===== config.mk =====
export PLATFORM = sky130hd
export DESIGN_NAME = cmd_uart_responder
export DESIGN_NICKNAME = d
export VERILOG_FILES = /design/src/rtl/cmd_uart_responder_pkg.sv /design/src/rtl/cmd_uart_responder_uart_tx_byte.sv /design/src/rtl/cmd_uart_responder.sv
export SDC_FILE = /design/constraint.sdc
export NUM_CORES = 1
export LEC_CHECK = 0
export BUFFER_PORTS_ARGS = -buffer_cell sky130_fd_sc_hd__buf_2
export CAP_MARGIN = 20
export CORE_AREA = 2 2 104 106
export CTS_BUF_LIST = sky130_fd_sc_hd__clkbuf_4 sky130_fd_sc_hd__clkbuf_8 sky130_fd_sc_hd__clkbuf_16
export DETAILED_ROUTE_END_ITERATION = 8
export DIE_AREA = 0 0 106 108
export PLACE_DENSITY = 0.64
export RECOVER_POWER = 50
export SLEW_MARGIN = 0
export SYNTH_ARGS = -nofsm -noshare
export SYNTH_HDL_FRONTEND = slang
export SYNTH_SLANG_ARGS = --single-unit

===== constraint.sdc =====
create_clock -name clk -period 2.2 [get_ports clk]
set_input_delay 0.33 -clock clk [delete_from_list [all_inputs] [get_ports clk]]
set_output_delay 0.33 -clock clk [all_outputs]
set_load 0.03 [all_outputs]

===== src/rtl/cmd_uart_responder_pkg.sv =====
// Shared types and constants for the remote command link endpoint and its command processor.
package cmd_uart_responder_pkg;

  typedef enum logic {
    WAIT_HI,
    WAIT_LO
  } asm_state_e;

  typedef enum logic [1:0] {
    IDLE,
    START,
    DATA,
    STOP
  } uart_state_e;

  localparam logic [7:0] POS_ACK = 8'hA5;

endpackage


===== src/rtl/cmd_uart_responder_uart_tx_byte.sv =====
// 8N1 byte serializer: TX drops 1 clock after an accepted trmt, frame is 10*BAUD_DIV clocks.
// trmt while busy is ignored; tx_done holds from the end of the stop bit until the next accepted trmt.
module uart_tx_byte
  import cmd_uart_responder_pkg::*;
#(
  parameter int BAUD_DIV = 5208
) (
  input  logic       clk,
  input  logic       rst_n,
  input  logic       trmt,
  input  logic [7:0] tx_data,
  output logic       tx,
  output logic       tx_done
);

  localparam int BW = $clog2(BAUD_DIV);
  localparam logic [BW-1:0] BAUD_LAST = BW'(BAUD_DIV - 1);

  uart_state_e   state_q, state_d;
  logic [BW-1:0] baud_q, baud_d;
  logic [2:0]    bit_q, bit_d;
  logic [7:0]    shift_q, shift_d;
  logic          tx_q, tx_d;
  logic          tx_done_q, tx_done_d;

  always_comb begin
    state_d   = state_q;
    baud_d    = baud_q;
    bit_d     = bit_q;
    shift_d   = shift_q;
    tx_d      = tx_q;
    tx_done_d = tx_done_q;
    case (state_q)
      IDLE: begin
        if (trmt) begin
          state_d   = START;
          shift_d   = tx_data;
          baud_d    = '0;
          tx_d      = 1'b0;
          tx_done_d = 1'b0;
        end
      end
      START, DATA: begin
        if (baud_q == BAUD_LAST) begin
          baud_d = '0;
          if (state_q == START) begin
            state_d = DATA;
            bit_d   = '0;
            tx_d    = shift_q[0];
            shift_d = {1'b0, shift_q[7:1]};
          end else if (bit_q == 3'd7) begin
            state_d = STOP;
            tx_d    = 1'b1;
          end else begin
            bit_d   = bit_q + 1'b1;
            tx_d    = shift_q[0];
            shift_d = {1'b0, shift_q[7:1]};
          end
        end else begin
          baud_d = baud_q + 1'b1;
        end
      end
      STOP: begin
        if (baud_q == BAUD_LAST) begin
          state_d   = IDLE;
          tx_done_d = 1'b1;
        end else begin
          baud_d = baud_q + 1'b1;
        end
      end
      default: state_d = IDLE;
    endcase
  end

  always_ff @(posedge clk) begin
    if (!rst_n) begin
      state_q   <= IDLE;
      baud_q    <= '0;
      bit_q     <= '0;
      shift_q   <= '0;
      tx_q      <= 1'b1;
      tx_done_q <= 1'b0;
    end else begin
      state_q   <= state_d;
      baud_q    <= baud_d;
      bit_q     <= bit_d;
      shift_q   <= shift_d;
      tx_q      <= tx_d;
      tx_done_q <= tx_done_d;
    end
  end

  assign tx      = tx_q;
  assign tx_done = tx_done_q;

endmodule


===== src/rtl/cmd_uart_responder.sv =====
// Robot-side command link: two RX bytes (high first) become a 16-bit cmd with cmd_rdy, 1 clock after the low stop sample.
// No backpressure: an unconsumed cmd is overwritten by the next one; the response path is the uart_tx_byte shifter.
module cmd_uart_responder
  import cmd_uart_responder_pkg::*;
#(
  parameter int BAUD_DIV = 5208,
  parameter int TMO_CLKS = 1000000
) (
  input  logic        clk,
  input  logic        rst_n,
  input  logic        RX,
  output logic        TX,
  output logic [15:0] cmd,
  output logic        cmd_rdy,
  input  logic        clr_cmd_rdy,
  input  logic [7:0]  resp,
  input  logic        trmt,
  output logic        tx_done
);

  localparam int BW = $clog2(BAUD_DIV);
  localparam int TW = $clog2(TMO_CLKS + 1);
  localparam logic [BW-1:0] BAUD_LAST = BW'(BAUD_DIV - 1);
  localparam logic [BW-1:0] HALF_LAST = BW'(BAUD_DIV / 2 - 1);
  localparam logic [TW-1:0] TMO_LAST  = TW'(TMO_CLKS);

  logic          rx_meta_q, rx_sync_q, rx_prev_q;
  uart_state_e   rx_state_q, rx_state_d;
  logic [BW-1:0] rx_baud_q, rx_baud_d;
  logic [2:0]    rx_bit_q, rx_bit_d;
  logic [7:0]    rx_shift_q, rx_shift_d;
  logic          byte_vld_q, byte_vld_d;
  logic          frm_err_q, frm_err_d;
  logic          start_det;

  asm_state_e    asm_q, asm_d;
  logic [7:0]    hi_q, hi_d;
  logic [TW-1:0] tmo_q, tmo_d;
  logic [15:0]   cmd_q, cmd_d;
  logic          cmd_rdy_q, cmd_rdy_d;

  assign start_det = (rx_state_q == IDLE) && rx_prev_q && !rx_sync_q;

  always_comb begin
    rx_state_d = rx_state_q;
    rx_baud_d  = rx_baud_q;
    rx_bit_d   = rx_bit_q;
    rx_shift_d = rx_shift_q;
    byte_vld_d = 1'b0;
    frm_err_d  = 1'b0;
    case (rx_state_q)
      IDLE: begin
        if (start_det) begin
          rx_state_d = START;
          rx_baud_d  = '0;
        end
      end
      START: begin
        // A high line at the start-bit midpoint was a glitch, not a frame.
        if (rx_baud_q == HALF_LAST) begin
          rx_baud_d  = '0;
          rx_bit_d   = '0;
          rx_state_d = rx_sync_q ? IDLE : DATA;
        end else begin
          rx_baud_d = rx_baud_q + 1'b1;
        end
      end
      DATA: begin
        if (rx_baud_q == BAUD_LAST) begin
          rx_baud_d  = '0;
          rx_shift_d = {rx_sync_q, rx_shift_q[7:1]};
          rx_bit_d   = rx_bit_q + 1'b1;
          if (rx_bit_q == 3'd7) rx_state_d = STOP;
        end else begin
          rx_baud_d = rx_baud_q + 1'b1;
        end
      end
      STOP: begin
        if (rx_baud_q == BAUD_LAST) begin
          rx_state_d = IDLE;
          byte_vld_d = rx_sync_q;
          frm_err_d  = !rx_sync_q;
        end else begin
          rx_baud_d = rx_baud_q + 1'b1;
        end
      end
      default: rx_state_d = IDLE;
    endcase
  end

  always_comb begin
    asm_d     = asm_q;
    hi_d      = hi_q;
    tmo_d     = tmo_q;
    cmd_d     = cmd_q;
    cmd_rdy_d = cmd_rdy_q;
    if (clr_cmd_rdy || (asm_q == WAIT_HI && start_det)) cmd_rdy_d = 1'b0;
    if (frm_err_q) begin
      asm_d = WAIT_HI;
    end else if (byte_vld_q) begin
      if (asm_q == WAIT_HI) begin
        hi_d  = rx_shift_q;
        tmo_d = '0;
        asm_d = WAIT_LO;
      end else begin
        cmd_d     = {hi_q, rx_shift_q};
        cmd_rdy_d = 1'b1;
        asm_d     = WAIT_HI;
      end
    end else if (asm_q == WAIT_LO && rx_state_q == IDLE) begin
      // Counter stops at the limit, which is also the point the half command is dropped.
      if (tmo_q == TMO_LAST) begin
        asm_d = WAIT_HI;
        hi_d  = '0;
      end else begin
        tmo_d = tmo_q + 1'b1;
      end
    end
  end

  always_ff @(posedge clk) begin
    if (!rst_n) begin
      rx_meta_q  <= 1'b1;
      rx_sync_q  <= 1'b1;
      rx_prev_q  <= 1'b1;
      rx_state_q <= IDLE;
      rx_baud_q  <= '0;
      rx_bit_q   <= '0;
      rx_shift_q <= '0;
      byte_vld_q <= 1'b0;
      frm_err_q  <= 1'b0;
      asm_q      <= WAIT_HI;
      hi_q       <= '0;
      tmo_q      <= '0;
      cmd_q      <= '0;
      cmd_rdy_q  <= 1'b0;
    end else begin
      rx_meta_q  <= RX;
      rx_sync_q  <= rx_meta_q;
      rx_prev_q  <= rx_sync_q;
      rx_state_q <= rx_state_d;
      rx_baud_q  <= rx_baud_d;
      rx_bit_q   <= rx_bit_d;
      rx_shift_q <= rx_shift_d;
      byte_vld_q <= byte_vld_d;
      frm_err_q  <= frm_err_d;
      asm_q      <= asm_d;
      hi_q       <= hi_d;
      tmo_q      <= tmo_d;
      cmd_q      <= cmd_d;
      cmd_rdy_q  <= cmd_rdy_d;
    end
  end

  assign cmd     = cmd_q;
  assign cmd_rdy = cmd_rdy_q;

  uart_tx_byte #(
    .BAUD_DIV(BAUD_DIV)
  ) u_tx (
    .clk    (clk),
    .rst_n  (rst_n),
    .trmt   (trmt),
    .tx_data(resp),
    .tx     (TX),
    .tx_done(tx_done)
  );

endmodule


Yosys cells after proc, flatten, opt, wreduce, memory -nomap -nowiden
Cells that the tools add are included.

Add/subtract/negate cells: 5. Multiply operators: 0. Div/mod/pow operators: 0. $lt $le $gt $ge: 0. Equal/unequal tests: 27. Shift operators: 0. Multiplexer cells: 55. Bitwise gates (word level): 3. Reduce and logical (&&, ||, !) cells: 30.

Operator list (number): 13-bit two-way mux (7); 20-bit two-way mux (4); 8-bit two-way mux (8); 13-bit case mux with 4 select lines (1); 13-bit case mux with 3 select lines (1); 13-bit by 1-bit adder with 13-bit output, second input constant (2); 13-bit == test, second input constant (2); 2-bit two-way mux (11); 20-bit by 1-bit adder with 20-bit output, second input constant (1); 20-bit == test, second input constant (1); 2-bit != test, second input constant (10); 3-bit AND reduction (6); 8-bit case mux with 2 select lines (1); 4-bit AND reduction (4); 13-bit by 12-bit == test with 1-bit output, second input constant (1); 1-bit two-way mux (13); 3-bit two-way mux (4); 2-bit nonzero test (5); 2-bit == test, second input constant (4); 2-bit case mux with 4 select lines (1); 2-bit AND reduction (4); 3-bit by 1-bit adder with 3-bit output, second input constant (2); 3-bit == test, second input constant (2); 2-bit by 1-bit != test with 1-bit output, second input constant (3); 13 further kinds (22).

Bits in registers: 105. Bits in latches: 0. RAM bits: 0. ROM bits: 0. Bits of input ports: 13. Word-level logic and storage cells: 140. Memories kept: 0.

Longest topological paths before layout
Depth in word-level cells: 9. Depth in mapped cells: 8.

Cells and area by module
From an unflattened synthesis, not the netlist that was laid out.

Cells, all modules: 554. Area, all modules: 4917.2 µm².

By module, submodules not included: cmd_uart_responder (instances 1, cells an instance 386, area an instance 3458.3 µm², seq. area each 1541.5 µm²); uart_tx_byte (instances 1, cells an instance 168, area an instance 1458.9 µm², seq. area each 560.5 µm²).

Worst setup path after synthesis
No wires, ideal clock.

Path kind: reg-to-reg. Start: register u_tx.baud_q[0]. End: register u_tx.baud_q[0]. Setup time: 0.137 ns. Arrival: 1.829 ns. Slack: 0.234 ns. Cell stages (with the launch flop): 8. Buffers on the path: 1. Clock period less this slack: 1.966 ns. Path through: dfxtp_1 > ha_1 > clkbuf_1 > and4_1 > and3_1 > nor3b_1 > o31ai_2 > nor2_1.

Cells in the longest elaborated chain, start to end: 3. Elaborated cells between the ends (all ways): 7.

Ends and longest elaborated chain: from (decl) (line cmd_uart_responder_uart_tx_byte.sv:20) `logic [BW-1:0] baud_q, baud_d;`; from (signal assigned) (line cmd_uart_responder_uart_tx_byte.sv:85) `baud_q <= baud_d;`; 13-bit by 1-bit adder with 13-bit output or 13-bit == test (tied branches); 13-bit two-way mux, or another cell as far along (line cmd_uart_responder_uart_tx_byte.sv:64) `if (baud_q == BAUD_LAST) begin`; 13-bit case mux with 3 select lines or 2-bit AND reduction (tied branches).

Several ways; a longest one is shown, not always the timed one. The select of a mux whose other input is x is not followed. A chain may end at the register's enable or synchronous reset.

Worst setup path after layout
Start: register rx_baud_q[3]. End: register rx_bit_q[1].

Cells in the longest elaborated chain, start to end: 3. Elaborated cells between the ends (all ways): 5.

Ends and longest elaborated chain: from (decl) (line cmd_uart_responder.sv:29) `logic [BW-1:0] rx_baud_q, rx_baud_d;`; from (signal assigned) (line cmd_uart_responder.sv:142) `rx_baud_q <= rx_baud_d;`; 13-bit == test or 13-bit by 12-bit == test with 1-bit output (tied branches) (line cmd_uart_responder.sv:69, cmd_uart_responder.sv:60); 2-bit != test (no line); 3-bit AND reduction (no line) (*); to (signal assigned) (line cmd_uart_responder.sv:143) `rx_bit_q <= rx_bit_d;`; to (decl) (line cmd_uart_responder.sv:30) `logic [2:0] rx_bit_q, rx_bit_d;`.

Mark *: on every way between the ends. The rest lies on a longest branch, timed or not.

==> run_results.csv <==
group,metric,value,unit
yosys,synth_largest_area_cell,"dfxtp_1",
worst_setup_path,crit_fanout,10,
sta,fmax,492.3,MHz
yosys,ys.warnings.count,0,
grt,grt_antenna_before_repair,0,
clock_network,clk_pin_slew,0.10,ns
clock_network,clkLatencyLatePin,0.38,ns
sta,fin_crit,2.031,ns
drt,ant_nets,0,
sta,hold_viol,0,
finish,finalCoreUtilization,54.38,%
sta,setup_viol_count_final,0,
place,gp_congestion,0.8289,
pwr,vdd_ir_drop_max,0.5333,mV
sta,slew_violations,0,
worst_setup_path,critPathCaptureType,"flip-flop",
sta,rsz0062_at_grt,"false",
clock_network,cts_resized,0,
grt,grt_pass1_vias,3838,
sta,setup_tns,0,ns
die,start_util,49.25,%
place,dp.cells,733,
place,dpl.hpwl,7267,µm
finish,n_antenna_cell,0,
die,die_y,108,µm
finish,drive_gt1_share,9.951,%
yosys,synth_edf_count,0,
drt,drt_first_pass_iters,6,
status,status,"finished, final reports clean",
clock_network,cts_buffer_depth,2,
drt,routed_wirelength,10340,µm
sta,fin_crit_sh,92.33,%
sta,tightest_slew,0.8042,ns
clock_network,cts_hold_buf,0,
finish,nets,632,
grt,grt_first_pass_wirelength,17570,µm
clock_network,cts_tree,"built",
yosys,syn_area,5039,µm²
yosys,netlist.area_leader.share,41.72,%
drt,dr.first_iter.drc_count,182,
drt,vias_per_cell,5.534,
yosys,synth_seq_cells,105,
sta,finClkSkew,0.007405,ns
worst_setup_path,worstPathArrival,2.34,ns
pwr,p_total,4.177,mW
drt,wire_per_inst,13.81,µm
worst_setup_path,crit_path_start_kind,"flip-flop",
yosys,ys_seq_area_share,41.72,%
sta,hold_ws,0.1347,ns
clock_network,cts_root_buf,"clkbuf_8",
yosys,synth_nets,601,
worst_setup_path,critical_path_class,"reg -> reg",
die,row_count,37,
finish,synthToLayoutAreaGrowth,10.43,%
clock_network,clock-sinks,105,
yosys,avgSynthCellArea,8.732,µm²
yosys,ys_types,61,
yosys,synth_top_cells_by_area,"dfxtp_1 42%, nand2_1 5.4%, xnor2_1 4.0%, a21boi_0 3.3%, nor2_1 3.3%",
place,io_buffers,31,
die,coreArea,10230,µm²
hold_path,hold_path.class,"in -> reg",
pwr,p_leak,1.919,nW
yosys,async_flop_share,0,%
drt,drc,0,
die,io_pins,32,
die,fp.dieW,106,µm
clock_network,cts_htree_levels,3,
flow_run,maxCapViolCount,0,
grt,grtUsageTotal,18.71,%
yosys,synth_flop_cell,"dfxtp_1",
finish,final-instance-count-excl-fill,749,
drt,vias,4145,
pwr,powerDensity,750.7,nW/µm²
clock_network,numCtsBuffers,9,
grt,grt_max_degree,44,
sta,slew_headroom,46.03,%
die,dieArea,11450,µm²
yosys,syn_inst,577,
clock_network,cts_setup_buffers,0,
grt,grt-ovfl-total,0,
worst_setup_path,required,2.51,ns
synth_stat cells (2+ instances only):
cell type    n
dfxtp_1    105
nand2_1     72
nor2_1      44
nand3_1     29
xnor2_1     23
a21boi_0    22
o21ai_0     22
clkbuf_1    21
nor2b_1     20
a21oi_1     16
nand2b_1    16
inv_1       14
nor4_1      14
and3_1      12
a21boi_1    11
ha_1        11
nor3_1      11
nand4_1     10
a22o_1       8
and4_1       8
xor2_1       8
a221oi_1     7
or3_1        6
nor4b_1      5
buf_2        4
nor3b_1      4
nor4bb_1     4
o21a_1       4
and3b_1      3
mux2i_1      3
nor4b_2      3
and4b_1      2
nand4b_1     2
o211a_1      2
o211ai_1     2
o21ai_1      2
o31ai_1      2
or4b_4       2
cells in the final DEF, fill, tap and decap left out, types with 3 or more instances in the layout:
cell type / instances
nor4_1: 14
nand4_1: 10
and4_1: 8
inv_1: 14
buf_4: 14
o21ai_0: 22
nor3b_1: 4
nor2_1: 44
nand2_1: 72
nand2b_1: 16
o21a_1: 4
nor4b_1: 5
dfxtp_1: 105
nor4bb_1: 4
xor2_1: 8
nand3_1: 29
clkbuf_8: 9
nor2b_1: 20
or3_1: 6
a221oi_1: 7
and3b_1: 3
and3_1: 12
xnor2_1: 23
mux2i_1: 3
a21oi_1: 16
ha_1: 11
clkbuf_1: 21
a22o_1: 8
a21boi_1: 11
a21boi_0: 22
buf_2: 12
nor3_1: 11
state kept, by name, summed over array words and instances (netlist names), 2 cells and up, named ones only:
name          flops
hi_q              8
u_tx.shift_q      8
cmd              16
tmo_q            20
u_tx.state_q      2
u_tx.baud_q      13
rx_bit_q          3
u_tx.bit_q        3
rx_shift_q        8
rx_baud_q        13
cell type report:
cell class,instances,area [µm²]
fillers,949,4667
inverters,14,52.55
repair buffers,48,249.0
well taps,136,170.2
clock buffers,9,123.9
flip-flops and latches,105,2102
clock inverters,7,83.83
multi-input cells,430,2783
routing by layer:
layer  track usage, %  share of wire (%)  vias to the layer above
li1                 -                  -                     2113
met1            24.01                 50                     1969
met2            31.29                 46                       57
met3            4.340                2.8                        6
met4            6.203               0.99                        0
met5                0                  0                        -
stage by stage:
stage / instance area [µm²] / setup slack [ns]
3_3_place_gp: 5370 / 0.1225
4_1_cts: 5578 / 0.09063
5_1_grt: 5564 / 0.001599
2_1_floorplan: 5039 / 0.2339
3_5_place_dp: 5370 / 0.1161
6_report: 5564 / 0.1688
critical path, cell delays in order (launching register included):
cell and delay (ns):
dfxtp_1 0.41, or4b_4 0.59, nor3_4 0.27, nor3b_4 0.43
nand2_1 0.11, a21boi_1 0.15
cell families (layout without fill, tap and decap cells):
| kind of cell | after synthesis | count (layout) | share of synthesized area [%] |
|---|---|---|---|
| adder cells (fa/ha/maj) | 11 | 11 | 2.732 |
| buffers and inverters | 42 | 78 | 3.452 |
| multiplexers | 5 | 5 | 1.266 |
| AND/OR/NAND/NOR | 274 | 274 | 30.37 |
| XOR/XNOR | 31 | 31 | 5.389 |
| AO/OA/AOI/OAI | 109 | 109 | 15.07 |
| flip-flops | 105 | 105 | 41.72 |
report_power, final:
part           total (mW)  switching, mW  internal, mW
registers            2.04         0.0662          1.98
logic               0.888          0.527         0.361
clock network        1.25          0.696         0.550
path summary, 6_finish.rpt:
kind                            cells after the start    startpoint  slack [ns]     endpoint
worst max-delay path                                5  rx_baud_q[3]        0.17  rx_bit_q[1]
worst min-delay path                                2            RX        0.13    rx_meta_q
worst max register to register                      5  rx_baud_q[3]        0.17  rx_bit_q[1]
worst min register to register                      1     rx_meta_q        0.44    rx_sync_q
Note: power is estimated with default switching activity, not from simulation.
